### src/rtl/button_conditioner_pkg.sv
// Shared definitions for the button conditioner: button indices, repeat-FSM
// states and a counter-width helper.
package button_conditioner_pkg;

  localparam int unsigned NUM_BTNS = 7;
  localparam int unsigned NUM_DIRS = 4;

  // Values are the bit positions of each button in the held vector (MSB = start)
  typedef enum logic [2:0] {
    BTN_START = 3'd6,
    BTN_A     = 3'd5,
    BTN_B     = 3'd4,
    BTN_UP    = 3'd3,
    BTN_DOWN  = 3'd2,
    BTN_LEFT  = 3'd1,
    BTN_RIGHT = 3'd0
  } btn_idx_e;

  typedef enum logic [1:0] {
    RPT_IDLE   = 2'd0,
    RPT_DELAY  = 2'd1,
    RPT_REPEAT = 2'd2
  } rpt_state_e;

  // Bits needed to hold values up to max_val (at least one bit)
  function automatic int unsigned cnt_width(input int unsigned max_val);
    return (max_val < 2) ? 1 : unsigned'($clog2(max_val + 1));
  endfunction

endpackage

### src/rtl/button_conditioner_debounce.sv
// Per-button front end: polarity fix-up, 2-flop synchronizer, debounce
// counter and rising-edge detect of the debounced level.
module btn_debounce
  import button_conditioner_pkg::*;
#(
  parameter int unsigned DEBOUNCE_CYCLES = 500000,
  parameter bit          RAW_ACTIVE_LOW  = 1'b0
) (
  input  logic clk,
  input  logic rst_n,
  input  logic raw,
  output logic level,
  output logic rise
);

  localparam int unsigned   CW       = cnt_width(DEBOUNCE_CYCLES);
  localparam logic [CW-1:0] CNT_LAST = CW'(DEBOUNCE_CYCLES - 1);

  logic          raw_in;
  logic [1:0]    sync;
  logic [CW-1:0] cnt;
  logic          level_prev;

  // Normalise pin polarity so that 1 always means pressed
  always_comb raw_in = RAW_ACTIVE_LOW ? ~raw : raw;

  // Two-flop synchronizer for the asynchronous pin
  always_ff @(posedge clk or negedge rst_n) begin
    if (!rst_n) sync <= '0;
    else        sync <= {sync[0], raw_in};
  end

  // Level flips once the synchronized input has disagreed for DEBOUNCE_CYCLES cycles
  always_ff @(posedge clk or negedge rst_n) begin
    if (!rst_n) begin
      cnt        <= '0;
      level      <= 1'b0;
      level_prev <= 1'b0;
    end else begin
      level_prev <= level;
      if (sync[1] != level) begin
        if (cnt == CNT_LAST) begin
          level <= ~level;
          cnt   <= '0;
        end else begin
          cnt <= cnt + 1'b1;
        end
      end else begin
        cnt <= '0;
      end
    end
  end

  // One-cycle indication that the debounced level has just risen
  always_comb rise = level & ~level_prev;

endmodule

### src/rtl/button_conditioner.sv
// Conditions seven raw board buttons into debounced levels and registered
// single-cycle press pulses, with auto-repeat and priority on the directions.
module button_conditioner
  import button_conditioner_pkg::*;
#(
  parameter int unsigned DEBOUNCE_CYCLES = 500000,
  parameter int unsigned REPEAT_DELAY    = 25000000,
  parameter int unsigned REPEAT_RATE     = 10000000,
  parameter bit          RAW_ACTIVE_LOW  = 1'b0
) (
  input  logic       clk,
  input  logic       reset,
  input  logic       raw_start,
  input  logic       raw_a,
  input  logic       raw_b,
  input  logic       raw_up,
  input  logic       raw_down,
  input  logic       raw_left,
  input  logic       raw_right,
  output logic       start_button,
  output logic       a_button,
  output logic       b_button,
  output logic       up_button,
  output logic       down_button,
  output logic       left_button,
  output logic       right_button,
  output logic [6:0] held
);

  localparam int unsigned   RPT_MAX    = (REPEAT_DELAY > REPEAT_RATE) ? REPEAT_DELAY : REPEAT_RATE;
  localparam int unsigned   RW         = cnt_width(RPT_MAX);
  localparam logic [RW-1:0] DELAY_LAST = RW'(REPEAT_DELAY - 1);
  localparam logic [RW-1:0] RATE_LAST  = RW'(REPEAT_RATE - 1);

  logic [1:0]          rst_sync;
  logic                rst_n;
  logic [NUM_BTNS-1:0] raw_vec;
  logic [NUM_BTNS-1:0] level;
  logic [NUM_BTNS-1:0] rise;
  logic [NUM_DIRS-1:0] fire;
  rpt_state_e          rpt_state [NUM_DIRS];
  logic [RW-1:0]       rpt_cnt   [NUM_DIRS];

  // Reset asserts immediately and releases two clock edges after the pin
  always_ff @(posedge clk or negedge reset) begin
    if (!reset) rst_sync <= '0;
    else        rst_sync <= {rst_sync[0], 1'b1};
  end

  always_comb rst_n = rst_sync[1];

  // Pins gathered in held-vector order, MSB = start
  always_comb raw_vec = {raw_start, raw_a, raw_b, raw_up, raw_down, raw_left, raw_right};

  for (genvar i = 0; i < NUM_BTNS; i++) begin : g_btn
    btn_debounce #(
      .DEBOUNCE_CYCLES(DEBOUNCE_CYCLES),
      .RAW_ACTIVE_LOW (RAW_ACTIVE_LOW)
    ) u_debounce (
      .clk  (clk),
      .rst_n(rst_n),
      .raw  (raw_vec[i]),
      .level(level[i]),
      .rise (rise[i])
    );
  end

  always_comb held = level;

  // Direction d wants to pulse this cycle: on press, at end of delay, at each repeat
  always_comb begin
    fire = '0;
    for (int unsigned d = 0; d < NUM_DIRS; d++) begin
      case (rpt_state[d])
        RPT_IDLE:   fire[d] = rise[d];
        RPT_DELAY:  fire[d] = level[d] && (rpt_cnt[d] == DELAY_LAST);
        RPT_REPEAT: fire[d] = level[d] && (rpt_cnt[d] == RATE_LAST);
        default:    fire[d] = 1'b0;
      endcase
    end
  end

  // Per-direction repeat FSMs; release returns to IDLE with the counter cleared
  always_ff @(posedge clk or negedge rst_n) begin
    if (!rst_n) begin
      for (int unsigned d = 0; d < NUM_DIRS; d++) begin
        rpt_state[d] <= RPT_IDLE;
        rpt_cnt[d]   <= '0;
      end
    end else begin
      for (int unsigned d = 0; d < NUM_DIRS; d++) begin
        if (!level[d]) begin
          rpt_state[d] <= RPT_IDLE;
          rpt_cnt[d]   <= '0;
        end else begin
          case (rpt_state[d])
            RPT_IDLE: begin
              if (rise[d]) begin
                rpt_state[d] <= RPT_DELAY;
                rpt_cnt[d]   <= '0;
              end
            end
            RPT_DELAY: begin
              if (rpt_cnt[d] == DELAY_LAST) begin
                rpt_state[d] <= RPT_REPEAT;
                rpt_cnt[d]   <= '0;
              end else if (rpt_cnt[d] != '1) begin
                rpt_cnt[d] <= rpt_cnt[d] + 1'b1;
              end
            end
            RPT_REPEAT: begin
              if (rpt_cnt[d] == RATE_LAST)  rpt_cnt[d] <= '0;
              else if (rpt_cnt[d] != '1)    rpt_cnt[d] <= rpt_cnt[d] + 1'b1;
            end
            default: begin
              rpt_state[d] <= RPT_IDLE;
              rpt_cnt[d]   <= '0;
            end
          endcase
        end
      end
    end
  end

  // Registered pulses; directions go through a fixed-priority mux, losers are dropped
  always_ff @(posedge clk or negedge rst_n) begin
    if (!rst_n) begin
      start_button <= 1'b0;
      a_button     <= 1'b0;
      b_button     <= 1'b0;
      up_button    <= 1'b0;
      down_button  <= 1'b0;
      left_button  <= 1'b0;
      right_button <= 1'b0;
    end else begin
      start_button <= rise[BTN_START];
      a_button     <= rise[BTN_A];
      b_button     <= rise[BTN_B];
      up_button    <= fire[2'(BTN_UP)];
      down_button  <= fire[2'(BTN_DOWN)] & ~fire[2'(BTN_UP)];
      left_button  <= fire[2'(BTN_LEFT)] & ~fire[2'(BTN_UP)] & ~fire[2'(BTN_DOWN)];
      right_button <= fire[2'(BTN_RIGHT)] & ~fire[2'(BTN_UP)] & ~fire[2'(BTN_DOWN)]
                      & ~fire[2'(BTN_LEFT)];
    end
  end

endmodule

### config.mk
export PLATFORM = sky130hd
export DESIGN_NAME = button_conditioner
export DESIGN_NICKNAME = d
export VERILOG_FILES = /design/src/rtl/button_conditioner_pkg.sv /design/src/rtl/button_conditioner_debounce.sv /design/src/rtl/button_conditioner.sv
export SDC_FILE = /design/constraint.sdc
export NUM_CORES = 1
export LEC_CHECK = 0
export CAP_MARGIN = 20
export CELL_PAD_IN_SITES_DETAIL_PLACEMENT = 1
export CELL_PAD_IN_SITES_GLOBAL_PLACEMENT = 1
export CORE_MARGIN = 4
export CORE_UTILIZATION = 54
export DETAILED_ROUTE_END_ITERATION = 6
export HOLD_SLACK_MARGIN = 0.08
export MAX_ROUTING_LAYER = met4
export PLACE_DENSITY_LB_ADDON = 0.25
export SYNTH_ARGS = -nofsm -noshare
export SYNTH_HDL_FRONTEND = slang
export SYNTH_HIERARCHICAL = 1
export SYNTH_SLANG_ARGS = --single-unit
### constraint.sdc
create_clock -name clk -period 12.6 [get_ports clk]
set_input_delay 1.26 -clock clk [delete_from_list [all_inputs] [get_ports clk]]
set_output_delay 1.26 -clock clk [all_outputs]
set_load 0.005 [all_outputs]
# Yosys cells after proc, flatten, opt, wreduce, memory -nomap -nowiden
# Cells that the tools add are included.
# Widths: inputs -> output; s select.
# word_totals
regBits	278
latchBits	0
mem_bits_rw	0
rom_bits	0
inputBits	9
output_inout_bits	14
elab_cells	212
mem_count	0
# op_classes
add_sub_neg	11
n_mul	0
n_div	0
order_cmp	0
n_eq_ne	46
shift	0
mux	58
n_bitwise	30
reduce_logical	23
# ops
op	count
$mux 25	20
$pmux 25 s3	4
$mux 19	14
$add 19x1->19 const B	7
$eq 19x19->1 const B	7
$add 25x1->25 const B	4
$eq 25x24->1 const B	4
$eq 25x25->1 const B	4
$ne 25x25->1 const B	4
$mux 2	12
$ne 3x3->1 const B	8
$pmux 2 s3	4
$not 1->1	17
$reduce_and 2->1	7
$and 1x1->1	13
$pmux 1 s3	4
$reduce_and 3->1	4
$eq 2x1->1 const B	4
$eq 2x2->1 const B	4
$logic_and 1x1->1	8
$logic_not 2->1	4
$ne 2x2->1 const B	4
$ne 1x1->1	7

# Longest topological paths before layout
# logic_depth
word_depth	7
ltp_mapped	10

# Hierarchy
# Netlist, hierarchy kept.
# by_module_without_submodules
module	instances	cells_per_inst	area_each_um2	seq_area_each_um2
btn_debounce	7	107	1111.1	575.6
button_conditioner	1	757	6844.1	2927.8

# Worst setup path after synthesis
# No wires, ideal clock.
# synth_timing
path_kind	register -> register
start	register rpt_cnt[25] (netlist bit)
end	register down_button
setup_ns	0.070
arrival_ns	2.220
path_slack_ns	10.310
stages_incl_launch_ff	8
n_path_buf	0
path_cell_list	dfrtp_1 > ha_1 > nand2b_1 > or4_4 > or4_4 > mux2_4 > o31ai_4 > nor2b_2
# synth_via
elab_chain_len	4
word_cells_on_any_way	6
cone_classes	eq/ne: 2; mux: 1; bitwise: 1; reduce/logical: 2
# synth_lines
item	line	text
start: declaration	button_conditioner.sv:42	logic [RW-1:0] rpt_cnt [NUM_DIRS];
start signal: indexed assignment	button_conditioner.sv:108	rpt_cnt[d] <= rpt_cnt[d] + 1'b1;
$eq 25x24->1 or $eq 25x25->1 (tied branches)	button_conditioner.sv:77, button_conditioner.sv:76	
$logic_and 1x1->1 (on tied branches)	button_conditioner.sv:77, button_conditioner.sv:76	
$pmux 1 s3 (*)	button_conditioner.sv:74	case (rpt_state[d])
$and 1x1->1 (*)	button_conditioner.sv:140	down_button <= fire[2'(BTN_DOWN)] & ~fire[2'(BTN_UP)];
end signal: assignment	button_conditioner.sv:140	
end: declaration	button_conditioner.sv:24	output logic down_button,
# Every way passes the cells marked *; elsewhere a longest branch is shown, timed or not.
# A chain may end at the register's enable or synchronous reset.

# Worst setup path after layout
# layout_timing
start	register rpt_cnt[0] (netlist bit)
end	register rpt_cnt[19] (netlist bit)
# layout_via
elab_chain_len	5
word_cells_on_any_way	9
cone_classes	add/sub: 1; eq/ne: 3; mux: 5
# layout_lines
item	line	text
$add 25x1->25 or $ne 25x25->1 (tied branches)	button_conditioner.sv:108, button_conditioner.sv:113, button_conditioner.sv:107	
$mux 25	button_conditioner.sv:107, button_conditioner.sv:113	
$mux 25 (on tied branches)	button_conditioner.sv:112, button_conditioner.sv:104	
$pmux 25 s3 (*)	button_conditioner.sv:96	case (rpt_state[d])
$mux 25 (*)	button_conditioner.sv:92	if (!level[d]) begin
# Marked as above.

==> reports/results.ini <==
[timing]
fin_crit_ps = 3014
fin_tns_setup_ps = 0
setup_viol = 0
finalHoldViolations = 0
rsz0062_at_grt = no
clock.fmax_ghz = 0.3318
slew_viol_final = 0
fin_crit_sh_pct = 23.92
relSlewSlack_pct = 31.31
setup_ws_ps = 9586
max_slew.worst_pin.slew_ps = 1027
finClkSkew_ps = 8.141

[route]
wirelength_mm = 35.07
via_count = 11190
initialDrtViolationCount = 635
via_per_inst = 5.906
drtPass1Iterations = 5
wire_per_inst_um = 18.52
drc = 0
ant_nets = 0

[clocking]
cts_made_buffers = 31
clkTransAtPathRegs_ps = 60
cts_setup_buffers = 0
cts_tree = done
clock-root-buffer = clkbuf_16
clk_latency_ps = 560
cts_hold_buf = 0
clockBufferDepth = 3
cts.repair.resized = 0
htree_levels = 1
cts_sinks = 278

[placement]
portBuffers = 22
globalplace.congestion = 0.8853
dpl-instance-area_um2 = 15150
dp_cells = 1834
hpwl_mm = 22.63
place_ws_ps = 9436

[synth]
yosysUniqueCellTypes = 63
synth_seq_area_share_pct = 47.58
syn-instance-count = 1506
async_reset_ff_share_pct = 100.0
synth_nets = 1546
synth.avg_cell_area_um2 = 9.709
ys_warn_count = 6
ys_seq_elements = 278
synth_area_um2 = 14620
synth-edff-count = 0
ys_dominant_reg_cell = dfrtp_1

[die]
die_y_um = 172.6
coreArea_um2 = 26350
die-area_um2 = 29770
fp-row-count = 59
io_pins = 23
start_util_pct = 55.48
die_x_um = 172.6

[critical_path]
rrSetupSlack_ps = 9590
r2r-start = rpt_cnt[0]$_DFFE_PN0P_
r2r_cells = 8
cp-end-kind = register
worstPathMaxFanout = 12
critPathArrivalTime_ps = 3460
worstPathRequired_ps = 13040
critPathKind = register to register
cp-start-kind = register
regToRegEndpoint = rpt_cnt[19]$_DFFE_PN0P_

[global_route]
grt_max_degree = 84
antenna_found_initial = 0
grt_usage_pct = 24.15
grt_first_pass_wirelength_mm = 60.86
grt.overflow.total = 0
grt_pass1_vias = 12220

[run]
cap_violations = 0

[power]
vdd_drop_max_mv = 0.1172
powerDensity_nw_per_um2 = 120.5
p_leak_nw = 6.484

[min_path]
min_to = g_btn[1].u_debounce/sync[1]$_DFF_PN0_
holdPathStages = 0
hp-class = register to register
hold_path_startpoint = g_btn[1].u_debounce/sync[0]$_DFF_PN0_

[final_layout]
mostFrequentLayoutCells = dfrtp_1 (277), nor2_1 (246), xnor2_1 (127)
finalInstanceArea_um2 = 16350
instances_no_fill = 1894
nets = 1574
final_common_cell = dfrtp_1
diodes = 0
utilization_pct = 62.03
drive_gt1_share_pct = 7.761
nFillCells = 2880
areaGrowthSynthToFinish_pct = 11.81

[run_status]
status = finished clean

worst max-delay path, stage by stage, from the launching register on:
cell     delay (ps)
dfrtp_1         390
ha_1            220
and4_1          390
nand2_1         120
or4_1           480
a22oi_1         370
and2_0          610
buf_6           240
nor2_1           70
registers in the layout, summed over array words and instances (netlist names):
signal                       count
a_button                         1
left_button                      1
g_btn.u_debounce/cnt           133
b_button                         1
right_button                     1
rpt_state                        8
g_btn.u_debounce/level           7
down_button                      1
g_btn.u_debounce/level_prev      7
g_btn.u_debounce/sync           14
rst_sync                         2
rpt_cnt                        100
start_button                     1
up_button                        1
metrics by stage:
stage | hold slack [ps] | power [mW]
2_1_floorplan | 331.2 | 0.9576
3_3_place_gp | 331.9 | 0.9684
3_5_place_dp | 336.3 | 0.9713
4_1_cts | 345.3 | 1.992
5_1_grt | 349.0 | 2.044
6_report | 342.9 | 1.969
report_power, final:
part | total, mW | internal, mW | switching, mW
Sequential | 0.915 | 0.901 | 0.0141
Clock | 1.01 | 0.634 | 0.380
Combinational | 0.0403 | 0.0122 | 0.0281
cell usage after synthesis (all sizes together) (17+ instances only):
cell,number,area (um2)
nor2,246,923.4
or3,21,131.4
nor4,66,463.0
o21ai,26,130.1
xor2,59,516.8
nand3,97,485.5
nor2b,17,108.9
and3,20,125.1
xnor2,127,1112
dfrtp,278,6957
clkbuf,17,63.81
ha,31,387.9
inv,61,229.0
nor3,50,250.2
buf,22,132.6
nand4,76,586.8
a21oi,35,175.2
nor4b,17,148.9
nand2,102,382.9
per-layer routing:
| layer | vias to the layer above | share of wire, % | routed length [um] | track usage [%] |
|---|---|---|---|---|
| met5 | - | 0 | 0 | - |
| met2 | 117 | 52 | 18360 | 43.23 |
| li1 | 5358 | - | - | - |
| met4 | 0 | 1.3 | 460 | 4.424 |
| met1 | 5678 | 44 | 15440 | 30.18 |
| met3 | 33 | 2.3 | 806 | 2.642 |
worst max-delay path by stage:
stage | startpoint | to | cells past startpoint
6_report | rpt_cnt[0]$_DFFE_PN0P_ | rpt_cnt[19]$_DFFE_PN0P_ | 8
5_1_grt | rpt_cnt[8]$_DFFE_PN0P_ | rpt_cnt[14]$_DFFE_PN0P_ | 7
4_1_cts | rpt_cnt[0]$_DFFE_PN0P_ | rpt_cnt[19]$_DFFE_PN0P_ | 7
3_5_place_dp | rpt_cnt[0]$_DFFE_PN0P_ | rpt_cnt[18]$_DFFE_PN0P_ | 7
3_3_place_gp | rst_sync[1]$_DFF_PN0_ | rpt_state[0]$_DFFE_PN0P_ | 2
2_1_floorplan | rst_sync[1]$_DFF_PN0_ | a_button$_DFF_PN0_ | 0
cells by family after synthesis:
| logic type | share of synthesized area (%) |
|---|---|
| compound gates | 5.845 |
| xor+xnor | 11.14 |
| fa+ha+maj | 2.653 |
| buf+inv | 2.909 |
| flops | 47.58 |
| mux | 1.326 |
| other cells | 0.02565 |
| simple gates | 28.52 |
layout make-up:
type | instances | area [um2] | area share (%)
multi-input combinational | 1128 | 7239 | 44.28
sequential | 278 | 6960 | 42.58
clock buffer | 39 | 875.8 | 5.357
tap | 335 | 419.2 | 2.564
timing repair buffer | 34 | 337.8 | 2.066
clock inverter | 19 | 286.5 | 1.753
inverter | 61 | 229.0 | 1.401
(Power assumes the default switching activity.)
